--- config.mk ---
export PLATFORM = sky130hd
export DESIGN_NAME = shaft_odometer
export DESIGN_NICKNAME = d
export VERILOG_FILES = /design/src/rtl/shaft_odometer.sv
export SDC_FILE = /design/constraint.sdc
export NUM_CORES = 1
export LEC_CHECK = 0
export CAP_MARGIN = 20
export CORE_MARGIN = 1.5
export CORE_UTILIZATION = 40
export DETAILED_ROUTE_END_ITERATION = 8
export PLACE_DENSITY = 0.61
export SLEW_MARGIN = 0
export SYNTH_ARGS = -nofsm -noshare
export SYNTH_HDL_FRONTEND = slang
export SYNTH_SLANG_ARGS = --single-unit
--- constraint.sdc ---
create_clock -name clk -period 4.65 [get_ports clk]
set_clock_uncertainty 0.1 [all_clocks]
set_input_delay 0.93 -clock clk [delete_from_list [all_inputs] [get_ports clk]]
set_output_delay 0.93 -clock clk [all_outputs]
set_load 0.005 [all_outputs]
--- src/rtl/shaft_odometer.sv ---
// shaft_odometer
//   Wheel-encoder front end for the drive state machine. Each raw encoder
//   input is synchronised, debounced and turned into a one-cycle tick. The
//   ticks feed cumulative distance counters, a windowed speed measurement,
//   a move-by-distance handshake and per-wheel stall detection.
//
// Ports
//   clk, rst_n                 clock, asynchronous active-low reset
//   shaftPulseL/R              raw encoder inputs (asynchronous)
//   clrDist                    synchronous clear of distL/distR
//   moveStart/moveAbort        move handshake controls
//   moveTarget [CNT_W]         ticks to travel per wheel (averaged over L+R)
//   moveBusy/moveDone          move in progress / one-cycle completion pulse
//   distL/distR [CNT_W]        cumulative tick counts (wrapping)
//   rateL/rateR [RATE_W]       ticks in last completed window (saturated)
//   rateValid                  one-cycle pulse when rateL/rateR update
//   stallL/stallR              wheel saw no ticks for STALL_WINDOWS windows in a move
module shaft_odometer #(
    parameter int DEBOUNCE_CYCLES = 5000,
    parameter int WINDOW_CYCLES   = 5_000_000,
    parameter int CNT_W           = 16,
    parameter int RATE_W          = 12,
    parameter int STALL_WINDOWS   = 3
) (
    input  logic              clk,
    input  logic              rst_n,
    input  logic              shaftPulseL,
    input  logic              shaftPulseR,
    input  logic              clrDist,
    input  logic              moveStart,
    input  logic              moveAbort,
    input  logic [CNT_W-1:0]  moveTarget,
    output logic              moveBusy,
    output logic              moveDone,
    output logic [CNT_W-1:0]  distL,
    output logic [CNT_W-1:0]  distR,
    output logic [RATE_W-1:0] rateL,
    output logic [RATE_W-1:0] rateR,
    output logic              rateValid,
    output logic              stallL,
    output logic              stallR
);

    localparam int DB_W  = (DEBOUNCE_CYCLES > 1) ? $clog2(DEBOUNCE_CYCLES) : 1;
    localparam int WIN_W = (WINDOW_CYCLES > 1) ? $clog2(WINDOW_CYCLES) : 1;
    localparam int ZW_W  = $clog2(STALL_WINDOWS + 1);

    localparam logic [DB_W-1:0]  DB_LAST  = DB_W'(DEBOUNCE_CYCLES - 1);
    localparam logic [WIN_W-1:0] WIN_LAST = WIN_W'(WINDOW_CYCLES - 1);
    localparam logic [ZW_W-1:0]  ZW_LAST  = ZW_W'(STALL_WINDOWS - 1);
    localparam logic [ZW_W-1:0]  ZW_MAX   = ZW_W'(STALL_WINDOWS);

    typedef enum logic [1:0] {S_IDLE, S_RUN, S_DONE} state_t;

    function automatic logic [RATE_W-1:0] f_rate_inc(input logic [RATE_W-1:0] v);
        return (&v) ? v : v + RATE_W'(1);
    endfunction

    function automatic logic [CNT_W-1:0] f_prog_inc(input logic [CNT_W-1:0] v);
        return (&v) ? v : v + CNT_W'(1);
    endfunction

    // Index 0 = left wheel, index 1 = right wheel throughout.
    logic [1:0]        w_raw;
    logic [1:0]        r_sync1, r_sync2, r_filt, r_filt_d, r_tick;
    logic [DB_W-1:0]   r_db_cnt [2];
    logic [CNT_W-1:0]  r_dist   [2];
    logic [RATE_W-1:0] r_acc    [2];
    logic [RATE_W-1:0] r_rate   [2];
    logic [CNT_W-1:0]  r_prog   [2];
    logic [ZW_W-1:0]   r_zw     [2];
    logic [1:0]        r_stall;
    logic [WIN_W-1:0]  r_win_cnt;
    logic              r_rate_valid;
    logic [CNT_W-1:0]  r_target;
    state_t            r_state, w_next;
    logic              w_busy, w_done;
    logic              w_win_term, w_enter_idle, w_reached, w_accept;
    logic [CNT_W:0]    w_sum, w_goal;

    assign w_raw        = {shaftPulseR, shaftPulseL};
    assign w_win_term   = (r_win_cnt == WIN_LAST);
    assign w_accept     = (r_state == S_IDLE) && moveStart;
    assign w_enter_idle = (w_next == S_IDLE) && (r_state != S_IDLE);
    // Average travel reaches target when L+R >= 2*target; one extra bit avoids overflow.
    assign w_sum        = {1'b0, r_prog[0]} + {1'b0, r_prog[1]};
    assign w_goal       = {r_target, 1'b0};
    assign w_reached    = (w_sum >= w_goal);

    // Stage 1: synchroniser, debounce filter and tick generation
    always_ff @(posedge clk or negedge rst_n) begin
        if (!rst_n) begin
            r_sync1  <= '0;
            r_sync2  <= '0;
            r_filt   <= '0;
            r_filt_d <= '0;
            r_tick   <= '0;
            for (int k = 0; k < 2; k++) r_db_cnt[k] <= '0;
        end else begin
            r_sync1  <= w_raw;
            r_sync2  <= r_sync1;
            r_filt_d <= r_filt;
            r_tick   <= r_filt & ~r_filt_d;
            for (int k = 0; k < 2; k++) begin
                // Counter only advances while synced and filtered levels disagree;
                // any agreement restarts the qualification period.
                if (r_sync2[k] != r_filt[k]) begin
                    if (r_db_cnt[k] == DB_LAST) begin
                        r_filt[k]   <= r_sync2[k];
                        r_db_cnt[k] <= '0;
                    end else begin
                        r_db_cnt[k] <= r_db_cnt[k] + DB_W'(1);
                    end
                end else begin
                    r_db_cnt[k] <= '0;
                end
            end
        end
    end

    // Stage 2: distance, rate window, move progress and stall tracking
    always_ff @(posedge clk or negedge rst_n) begin
        if (!rst_n) begin
            r_win_cnt    <= '0;
            r_rate_valid <= 1'b0;
            r_target     <= '0;
            r_stall      <= '0;
            for (int k = 0; k < 2; k++) begin
                r_dist[k] <= '0;
                r_acc[k]  <= '0;
                r_rate[k] <= '0;
                r_prog[k] <= '0;
                r_zw[k]   <= '0;
            end
        end else begin
            r_win_cnt    <= w_win_term ? '0 : r_win_cnt + WIN_W'(1);
            r_rate_valid <= w_win_term;
            if (w_accept) r_target <= moveTarget;
            for (int k = 0; k < 2; k++) begin
                if (clrDist)        r_dist[k] <= '0;
                else if (r_tick[k]) r_dist[k] <= r_dist[k] + CNT_W'(1);

                // A tick in the terminal cycle seeds the next window.
                if (w_win_term) begin
                    r_rate[k] <= r_acc[k];
                    r_acc[k]  <= r_tick[k] ? RATE_W'(1) : '0;
                end else if (r_tick[k]) begin
                    r_acc[k]  <= f_rate_inc(r_acc[k]);
                end

                if (w_accept)                              r_prog[k] <= '0;
                else if ((r_state == S_RUN) && r_tick[k])  r_prog[k] <= f_prog_inc(r_prog[k]);

                if (w_enter_idle || r_tick[k]) begin
                    r_zw[k]    <= '0;
                    r_stall[k] <= 1'b0;
                end else if ((r_state == S_RUN) && w_win_term && (r_acc[k] == '0)) begin
                    if (r_zw[k] != ZW_MAX) r_zw[k] <= r_zw[k] + ZW_W'(1);
                    if (r_zw[k] >= ZW_LAST) r_stall[k] <= 1'b1;
                end
            end
        end
    end

    always_ff @(posedge clk or negedge rst_n) begin
        if (!rst_n) r_state <= S_IDLE;
        else        r_state <= w_next;
    end

    always_comb begin
        w_next = r_state;
        w_busy = 1'b0;
        w_done = 1'b0;
        case (r_state)
            S_IDLE: begin
                if (moveStart) w_next = (moveTarget == '0) ? S_DONE : S_RUN;
            end
            S_RUN: begin
                w_busy = 1'b1;
                // Abort has priority over a completion seen in the same cycle.
                if (moveAbort)      w_next = S_IDLE;
                else if (w_reached) w_next = S_DONE;
            end
            S_DONE: begin
                w_done = 1'b1;
                w_next = S_IDLE;
            end
            default: w_next = S_IDLE;
        endcase
    end

    assign moveBusy  = w_busy;
    assign moveDone  = w_done;
    assign distL     = r_dist[0];
    assign distR     = r_dist[1];
    assign rateL     = r_rate[0];
    assign rateR     = r_rate[1];
    assign rateValid = r_rate_valid;
    assign stallL    = r_stall[0];
    assign stallR    = r_stall[1];

endmodule

==> impl.org, run 1 <==
** Worst hold path
- The worst hold path was traced through 0 stages.
- The worst hold path begins at r_sync1[1].
- Type of the tightest min-delay check :: register to register
- For hold timing, the worst endpoint is r_sync2[1].

** Routing
- For this run, design rule violations remaining after detail routing come to 0.
- Dividing the detail-routed wire length by the instance count gives between 10 and 15 microns.
- DR vias/cell :: about 5
- Iteration-0 DRC count of the detailed router :: 348
- Pre-antenna DRT Iters :: 4
- Routed WL :: 20.5 mm
- Remaining number of nets flagged by the antenna check after routing :: 0
- The routed layout has about 7.2k vias.

** Floorplanning
- Total Die Area :: 26000 sq um
- Die Span X :: ~160 microns
- 84 I/O pins were placed.
- Area of the core region :: 24500 sq um
- Row count :: between 50 and 60
- Initial Utilization :: 0.410
- Vertical die dimension :: 161 microns

** Final layout
- Final std cells w/o fill :: around 1.4k
- After filler insertion, the fill cell instance count of the layout stands at approximately 2.3k.
- Synthesis-to-layout area growth :: 17.9%
- Post-layout utilization of the core :: 0.483
- Layout Nets :: 1155
- In the final layout, the share of cells above drive strength 1 is 0.0739.
- Commonest cells after routing, fill and taps aside :: 196 x dfrtp_1, 158 x nor2_1, 89 x nand2_1, 82 x clkdlybuf4s50_1, 73 x xor2_1
- Post-route design area :: 11800 sq um
- Final antenna diode count :: 0
- The library cell used most frequently in the layout, excluding fill and tap cells, is dfrtp_1.

** Clocking
- For this design, the sink count on the clock tree is 196.
- Count of H-tree levels built during CTS :: 4
- Buffer type at the clock tree root :: clkbuf_16
- Cells resized by post-CTS repair :: 0
- Hold repair after CTS inserted 0 buffers.
- Clock buffer count from CTS :: 17
- CTS clock-pin slew for the worst setup and hold paths :: roughly 0.070 ns
- Clock tree from TritonCTS :: built
- Clock tree buffer depth :: 2
- Worst-skew pair later-pin latency :: about 0.44 ns
- Buffers added to address setup during post-CTS repair amount to 0.

** Global routing
- After global routing, the most crowded layer is met2.
- Number of antenna violations at the first check in global routing :: 0
- In the global route stage, met3 resource usage came out at 0.0324.
- Pin count of the biggest net entering global routing :: 94
- For this run, global-route usage on met2 was measured as 0.255.
- The via count of the first global-routing pass came to just over 7k.
- For met1 alone, demand over resource in global routing was 0.235.
- The first global-routing pass estimated about 35 mm of wire.
- Global routing finished with a remaining overflow of 0.
- Global-route usage over all layers :: 0.165

** Yosys
- Yosys mapped the design onto 60 distinct sky130hd cell types.
- The share of the Yosys chip area taken by registers is 0.490.
- The area fraction in compound gates after synthesis is 0.0694.
- Summing every instance area after synthesis gives 10000 sq um.
- XOR/XNOR share of the synthesized area :: 0.109
- Cells after synthesis :: approximately 1000
- Net count of the mapped netlist :: about 1.1k
- Of the total synthesized cell area, the portion taken by full adders, half adders and majority gates is 0.0607.
- Mean instance size in the synthesized netlist :: 10.1 sq um
- Of the total synthesized cell area, the portion taken by AND, OR, NAND and NOR gates is 0.207.
- Yosys printed 0 warnings.
- Count of flip-flops with a built-in enable after synthesis :: 0
- Among all flip-flop cells after synthesis, the most frequent one is dfrtp_1.
- Measured against the total synthesized area, the mux share comes to 0.0406.
- Synthesis inferred ~200 register bits.
- Async S/R FF share, synth :: 1.00
- After synthesis, the largest family of logic cells by area is simple AND/OR/NAND/NOR gates.

** Pwr
- Sequential power share :: 0.518
- Switching part of the total :: 0.246
- Of the total power, combinational logic draws 0.059.
- Worst vdd ir :: between 200 and 250 uV
- Leakage power of the design :: roughly 5.4 nW
- The internal power of the cells totals roughly 2.6 mW.
- The analysis attributes to net switching a power of around 0.83 mW.
- Clock network fraction of design power :: 0.424
- Power density over the cells :: roughly 290 nW/um^2

** Timing
- Min Clock Period, post-route :: about 3.7 ns
- Measured against its own limit, the worst slew margin works out to 0.344.
- Setup repair after global routing left no endpoint under its margin.
- Peak Freq :: 273 MHz
- Fin worst setup slack :: between 0.9 and 1 ns
- Final setup violation count :: 0
- Of the available clock period, the critical path in the final layout requires 0.786.
- Final number of hold-violating endpoints :: 0
- The number of pins exceeding their max-slew limit in the final report was 0.
- After routing, the total negative slack on setup checks comes to 0 ns.
- For the pin with the worst max-slew slack, the measured transition is around 1 ns.

** Place
- After detailed placement, the design holds a cell count of ~1.4k.
- Buffers placed on the I/O ports in this run total between 80 and 90.
- The congestion estimate from routability-driven global placement came to slightly above 0.8.
- Timing analysis after detailed placement gives a worst setup slack of between 1 and 1.5 ns.
- Detail Placement HPWL :: roughly 14 mm
- In this run the cell area measured after placement is 11200 sq um.

** Setup path
- The largest individual stage delay along the critical path comes from the cell dfrtp_1.
- The worst setup path is captured at a register.
- For the worst setup path, the data arrival time is 3.90 ns.
- STA classifies the critical path startpoint as a register.
- Buf/Inv on CP :: 1
- Of all nets on the critical path, the largest fanout is 5.
- Data required, critical path :: 4.90 ns
- In this run the critical register-to-register path is captured at r_state[0].
- List of cells traversed by the critical path :: ha_1 > inv_1 > fa_1 > nand2b_1 > a21oi_1 > o211a_1 > a2111oi_2 > a21oi_1 > xor2_1 > ha_1 > a21o_1 > a21o_1 > a221oi_1 > o21ai_0 > o31ai_1
- The worst register-to-register path has a depth of 15.
- For this run, the slowest stage of the critical path takes between 0.4 and 0.5 ns.
- Register-to-register path setup slack :: 0.99 ns
- In this run the critical register-to-register path is launched from r_prog[0].
- The kind of cell with the highest combined delay along the critical path is compound AO/OA/AOI/OAI gates.
- Critical Setup Path Class :: register to register

** Run
- The tool flagged a number of max-cap violations equal to 0.

** Outcome
- The run finished with clean final reports.
==> cell usage after synthesis, types with 3 or more instances <==
library cell,number,area (sq um)
dfrtp_1,196,4900
nor2_1,158,593
nand2_1,89,334
xor2_1,73,639
xnor2_1,52,455
nand3_1,48,240
ha_1,47,588
inv_1,38,143
nand4_1,37,231
o21ai_0,37,185
a21oi_1,26,130
and3_1,21,131
clkbuf_1,17,63.8
mux2_4,17,255
nor3_1,17,85.1
mux2_2,9,101
or3_1,9,56.3
a21o_1,8,60.1
and4_1,8,70.1
nor4_1,7,43.8
a211oi_1,5,37.5
and2_1,5,31.3
mux2i_1,5,50.1
nor2b_1,5,31.3
nor4b_1,5,43.8
nand2b_1,4,25.0
a211o_1,3,26.3
nand4b_1,3,26.3
o21a_1,3,22.5
==> routing by layer <==
layer / share of wire / vias up / wire length [microns]
met4: 0.015 / 0 / 309
met2: 0.44 / 120 / 9100
met3: 0.034 / 21 / 691
li1: - / 3599 / -
met5: 0 / - / 0
met1: 0.51 / 3461 / 10400
==> flip-flops by register name, indices dropped and copies added, names as in the netlist, 4 cells and up <==
name       flops
r_prog        32
r_db_cnt      26
r_acc         24
r_win_cnt     23
distL         16
distR         16
r_target      16
rateL         12
rateR         12
r_zw           4
==> worst max path at each step <==
| stage | from | end | slack (ns) | cells past startpoint |
|---|---|---|---|---|
| global placement | r_prog[0] | r_state[0] | 1.11 | 15 |
| CTS | r_prog[3] | r_state[0] | 1.03 | 13 |
| detailed placement | r_prog[3] | r_state[0] | 1.05 | 13 |
| global route | r_prog[3] | r_state[0] | 0.58 | 13 |
| floorplan | r_prog[3] | r_state[0] | 1.38 | 13 |
| finish | r_prog[0] | r_state[0] | 0.99 | 15 |
==> power groups by stage <==
stage / clock network [mW] / logic [mW] / registers, mW
finish: 1.44 / 0.199 / 1.76
global route: 1.56 / 0.237 / 1.76
CTS: 1.49 / 0.207 / 1.76
detailed placement: 0 / 0.205 / 1.79
global placement: 0 / 0.198 / 1.79
floorplan: 0 / 0.105 / 1.79
==> layout make-up <==
class	instances	area, sq um	share of cell area
Inverter	39	146	0.0124
Timing Repair Buffer	89	900	0.0762
Sequential cell	196	4900	0.415
Clock buffer	17	425	0.0360
Clock inverter	14	144	0.0122
Tap cell	324	405	0.0343
Multi-Input combinational cell	741	4880	0.414
==> per-stage QoR <==
step,hold slack (ns),total power [mW]
after CTS,0.256,3.46
after detailed placement,0.240,2.00
after global routing,0.273,3.56
final,0.258,3.40
after floorplan,0.231,1.89
after global placement,0.236,1.99
==> logic make-up (layout without fill, tap and decap cells) <==
| kind of cell | after synthesis | in the layout |
|---|---|---|
| AND/OR/NAND/NOR | 429 | 429 |
| flip-flops | 196 | 196 |
| adder cells (fa/ha/maj) | 48 | 48 |
| buffers and inverters | 59 | 159 |
| AO/OA/AOI/OAI | 108 | 108 |
| XOR/XNOR | 125 | 125 |
| multiplexers | 31 | 31 |
Power figures use the tool's default switching activity.
==> inputs of run 2 (changes only) <==
==> constraint.sdc (replaced) <==
create_clock -name clk -period 3.52 [get_ports clk]
set_clock_uncertainty 0.1 [all_clocks]
set_input_delay 0.704 -clock clk [delete_from_list [all_inputs] [get_ports clk]]
set_output_delay 0.704 -clock clk [all_outputs]
set_load 0.005 [all_outputs]
==> run 2 against run 1 <==
Power rose by 34%. Final cell count rose by 0.85%. Flip-flop and latch count did not move. First-iteration DRC count rose by 9.5%. Clock power rose by 37%. Hold slack got worse by 0.039 ns. Critical path depth fell by 2. Utilization rose by 0.92 points. Critical path type unchanged. Highest routed layer unchanged.
==> impl.org, run 2 (synthesis results as in run 1) <==
** Place
- The number of instances in the placed design is 1398 (+0.65%).
- The setup slack after placement came to -0.0276 ns (-1.08 ns).
- The HPWL reported at the end of detailed placement was 14.7 mm (+2.0%).
- The number of buffers inserted by port buffering is 83 (unchanged).
- Weighted congestion at the end of routability-driven global placement :: 0.827 (+0.52%)

** Timing
- The worst hold-check slack was 0.219 ns (-0.0389 ns).
- Tightest Pin Transition :: 0.858 ns (-0.126 ns)
- Min Clock Period, post-route :: 3.29 ns (-0.366 ns)
- The final-report hold violation count is 0 (unchanged).
- The tightest slew margin relative to the limit was 0.424 (+0.0799).
- Peak Freq :: 304 MHz (+11%)
- Fin worst setup slack :: 0.228 ns (-0.764 ns)
- Sum of negative setup slack :: 0 ns (unchanged)
- The number of pins exceeding their max-slew limit in the final report came to 0 (unchanged).
- The final count of negative-setup-slack endpoints was 0 (unchanged).
- Final clock period utilization by the worst path :: 0.935 (+0.149)

** Global routing
- The total global routing track utilization was 0.166 (+0.000837).
- The via count of the first global-routing pass was 6973 (-1.0%).
- The largest net degree at the start of global routing was 87 (-7.4%).
- The number of antenna violations at the first check in global routing is 0 (unchanged).
- Grt total ovfl :: 0 (unchanged)
- The global-route wire length before repair was 35.0 mm (+0.73%).

** Clocking
- Count of clock tree sinks :: 196 (unchanged)
- TritonCTS built the clock tree.
- Clock tree buffer depth :: 2 (unchanged)
- Clock buffer count from CTS :: 17 (unchanged)
- In this run the clock root is driven by a clkbuf_16.
- The number of buffers added to fix hold violations after cts came to 0 (unchanged).
- Worst-skew pair later-pin latency :: 0.43 ns (about the same)
- Count of H-tree levels built during CTS :: 4 (unchanged)
- CTS clock-pin slew for the worst setup and hold paths :: 0.07 ns (about the same)

** Setup path
- Among all stages on the critical path, the largest delay is contributed by dfrtp_1.
- Walking the worst path, the cells encountered are ha_4 > a21o_1 > a21oi_2 > nor2_2 > a2111oi_4 > a21oi_2 > xor2_1 > ha_1 > a21o_1 > a21o_1 > a221oi_2 > o21ai_1 > o31ai_1.
- The worst setup path is launched from a register.
- The data arrival time at the worst-slack endpoint is 3.53 ns (-0.37 ns).
- The required time at the worst-slack endpoint came to 3.76 ns (-1.14 ns).
- The largest fanout on the critical path was 4 (-1).
- Depth of the worst register-to-register path :: 13 (-2)
- Source of the worst register-to-register timing path :: r_prog[8]
- Library cell appearing most often on the critical path :: a21o_1
- STA classifies the critical path endpoint as a register.
- The biggest cell delay along the critical path came to 0.44 ns (about the same).
- The critical path is of the register to register type.
- Register-to-register path setup slack :: 0.23 ns (-0.76 ns)
- Worst r2r dst :: r_state[0]

** Pwr
- The part of the power in the clock network is 0.431 (+0.007).
- Power density over the cells :: 379 nW/um^2 (+32%)
- The switching power summed over all nets came to 1.09 mW (+30%).
- The fraction of power consumed by sequential logic came to 0.509 (-0.009).
- The combinational power share is 0.059 (about the same).
- The design internal power is 3.47 mW (+36%).
- The switching portion of total power came to 0.238 (-0.00724).
- Leakage power of the design :: 5.49 nW (+1.7%)
- The peak supply drop is 268 uV (+26%).

** Final layout
- Most flops, register :: r_prog
- The post-layout net count was 1167 (+1.0%).
- The fill cell total of the finished layout is 2261 (+0.40%).
- Registers with the most flip-flops :: r_prog x32, r_db_cnt x26, r_acc x24
- Ratio of cells with drive above 1 in the final layout :: 0.101 (+0.0272)
- Synthesis-to-layout area growth :: 20.1%
- Flip-flop count of the largest register after layout :: 32 (unchanged)
- Commonest cells after routing, fill and taps aside :: 194 x dfrtp_1, 156 x nor2_1, 89 x nand2_1, 82 x clkdlybuf4s50_1, 73 x xor2_1
- The library cell used most frequently in the layout, excluding fill and tap cells, is dfrtp_1.
- The final design utilization came to 0.492 (+0.00916).
- The total inserted antenna cells was 0 (unchanged).
- The count of non-filler cells in the finished layout is 1432 (+0.85%).

** Floorplanning
- The horizontal extent of the die came to 161 microns (unchanged).
- Io pins :: 84 (unchanged)
- Initial Utilization :: 0.410 (unchanged)
- The vertical die dimension is 161 microns (unchanged).
- Area of the core region :: 24500 sq um (unchanged)
- Row count :: 57 (unchanged)
- Total Die Area :: 26000 sq um (unchanged)

** Routing
- Routed vias :: 7240 (+0.54%)
- The average wire per cell in the routed design was 14.6 microns (+1.4%).
- The total iterations of the first detailed-routing run came to 4 (unchanged).
- Remaining design rule violation count :: 0 (unchanged)
- DR vias/cell :: 5.06 (-0.30%)
- Remaining number of nets flagged by the antenna check after routing :: 0 (unchanged)
- Iteration-0 DRC count of the detailed router :: 381 (+9.5%)
- The aggregate routed wire length came to 20.9 mm (+2.2%).

** Outcome
- The run finished with clean final reports.

** Run
- The number of max-cap violations was 0 (unchanged).

** Worst hold path
- Type of the tightest min-delay check :: primary input to async pin
==> run 2: changes by cell type in the layout (fill, tap and decap cells not counted), moves of 3 or more <==
cell / delta
buf_4: +10
a21oi_1: -5
a21oi_2: +5
o21ai_0: -4
buf_12: +3
==> run 2: cell type report <==
class / count / area, sq um / share of cell area
Multi-Input combinational cell: 741 / 4980 / 0.414
Clock buffer: 19 / 443 / 0.0368
Sequential cell: 196 / 4910 / 0.408
Tap cell: 324 / 405 / 0.0337
Clock inverter: 12 / 148 / 0.0123
Timing Repair Buffer: 101 / 1010 / 0.0837
Inverter: 39 / 146 / 0.0122
==> run 2: worst max-delay path: cells and delay by family, from the launching register on <==
| kind | cells | cell delay [ns] |
|---|---|---|
| AOI/OAI and AO/OA | 9 | 1.88 |
| xor gates and xnor gates | 1 | 0.15 |
| adders and majority gates | 2 | 0.56 |
| DFF | 1 | 0.44 |
| and+or+nand+nor | 1 | 0.09 |
==> run 2: power groups by stage <==
stage	registers [mW]	logic (mW)	clock network, mW
after floorplan	2.36	0.138	0
after global placement	2.37	0.271	0
after detailed placement	2.37	0.276	0
after CTS	2.32	0.277	2.03
after global routing	2.33	0.319	2.10
final	2.32	0.271	1.97
==> run 2: repair_timing <==
action,in CTS,in global routing
endpoints found under the setup margin,2,2
buffers inserted,0,3
gates resized for setup,1,25
pin swaps,0,12
==> run 2: how the worst max path moves through the flow <==
stage                           from  depth (start not counted)  slack (ns)         end
after floorplan            r_prog[3]                         13        0.25  r_state[0]
after global placement     r_prog[0]                         15        0.12  r_state[0]
after detailed placement   r_prog[5]                         13       -0.03  r_state[0]
after CTS                  r_prog[0]                         15       0.002  r_state[0]
after global routing      r_prog[16]                         15       -0.01  r_state[0]
final                      r_prog[8]                         13        0.23  r_state[0]
==> run 2: per-stage QoR <==
stage	cell area, sq um	power, mW
floorplan	10000	2.50
finish	12000	4.56
global placement	11300	2.64
CTS	11900	4.63
detailed placement	11300	2.64
global route	12000	4.75
==> run 2: routing by layer <==
metal	track usage	wire length, microns	vias to the layer above	part of all wire
li1	-	-	3630	-
met1	0.241	10700	3482	0.51
met2	0.252	9210	109	0.44
met3	0.0290	713	19	0.034
met4	0.0530	327	0	0.016
met5	0	0	-	0
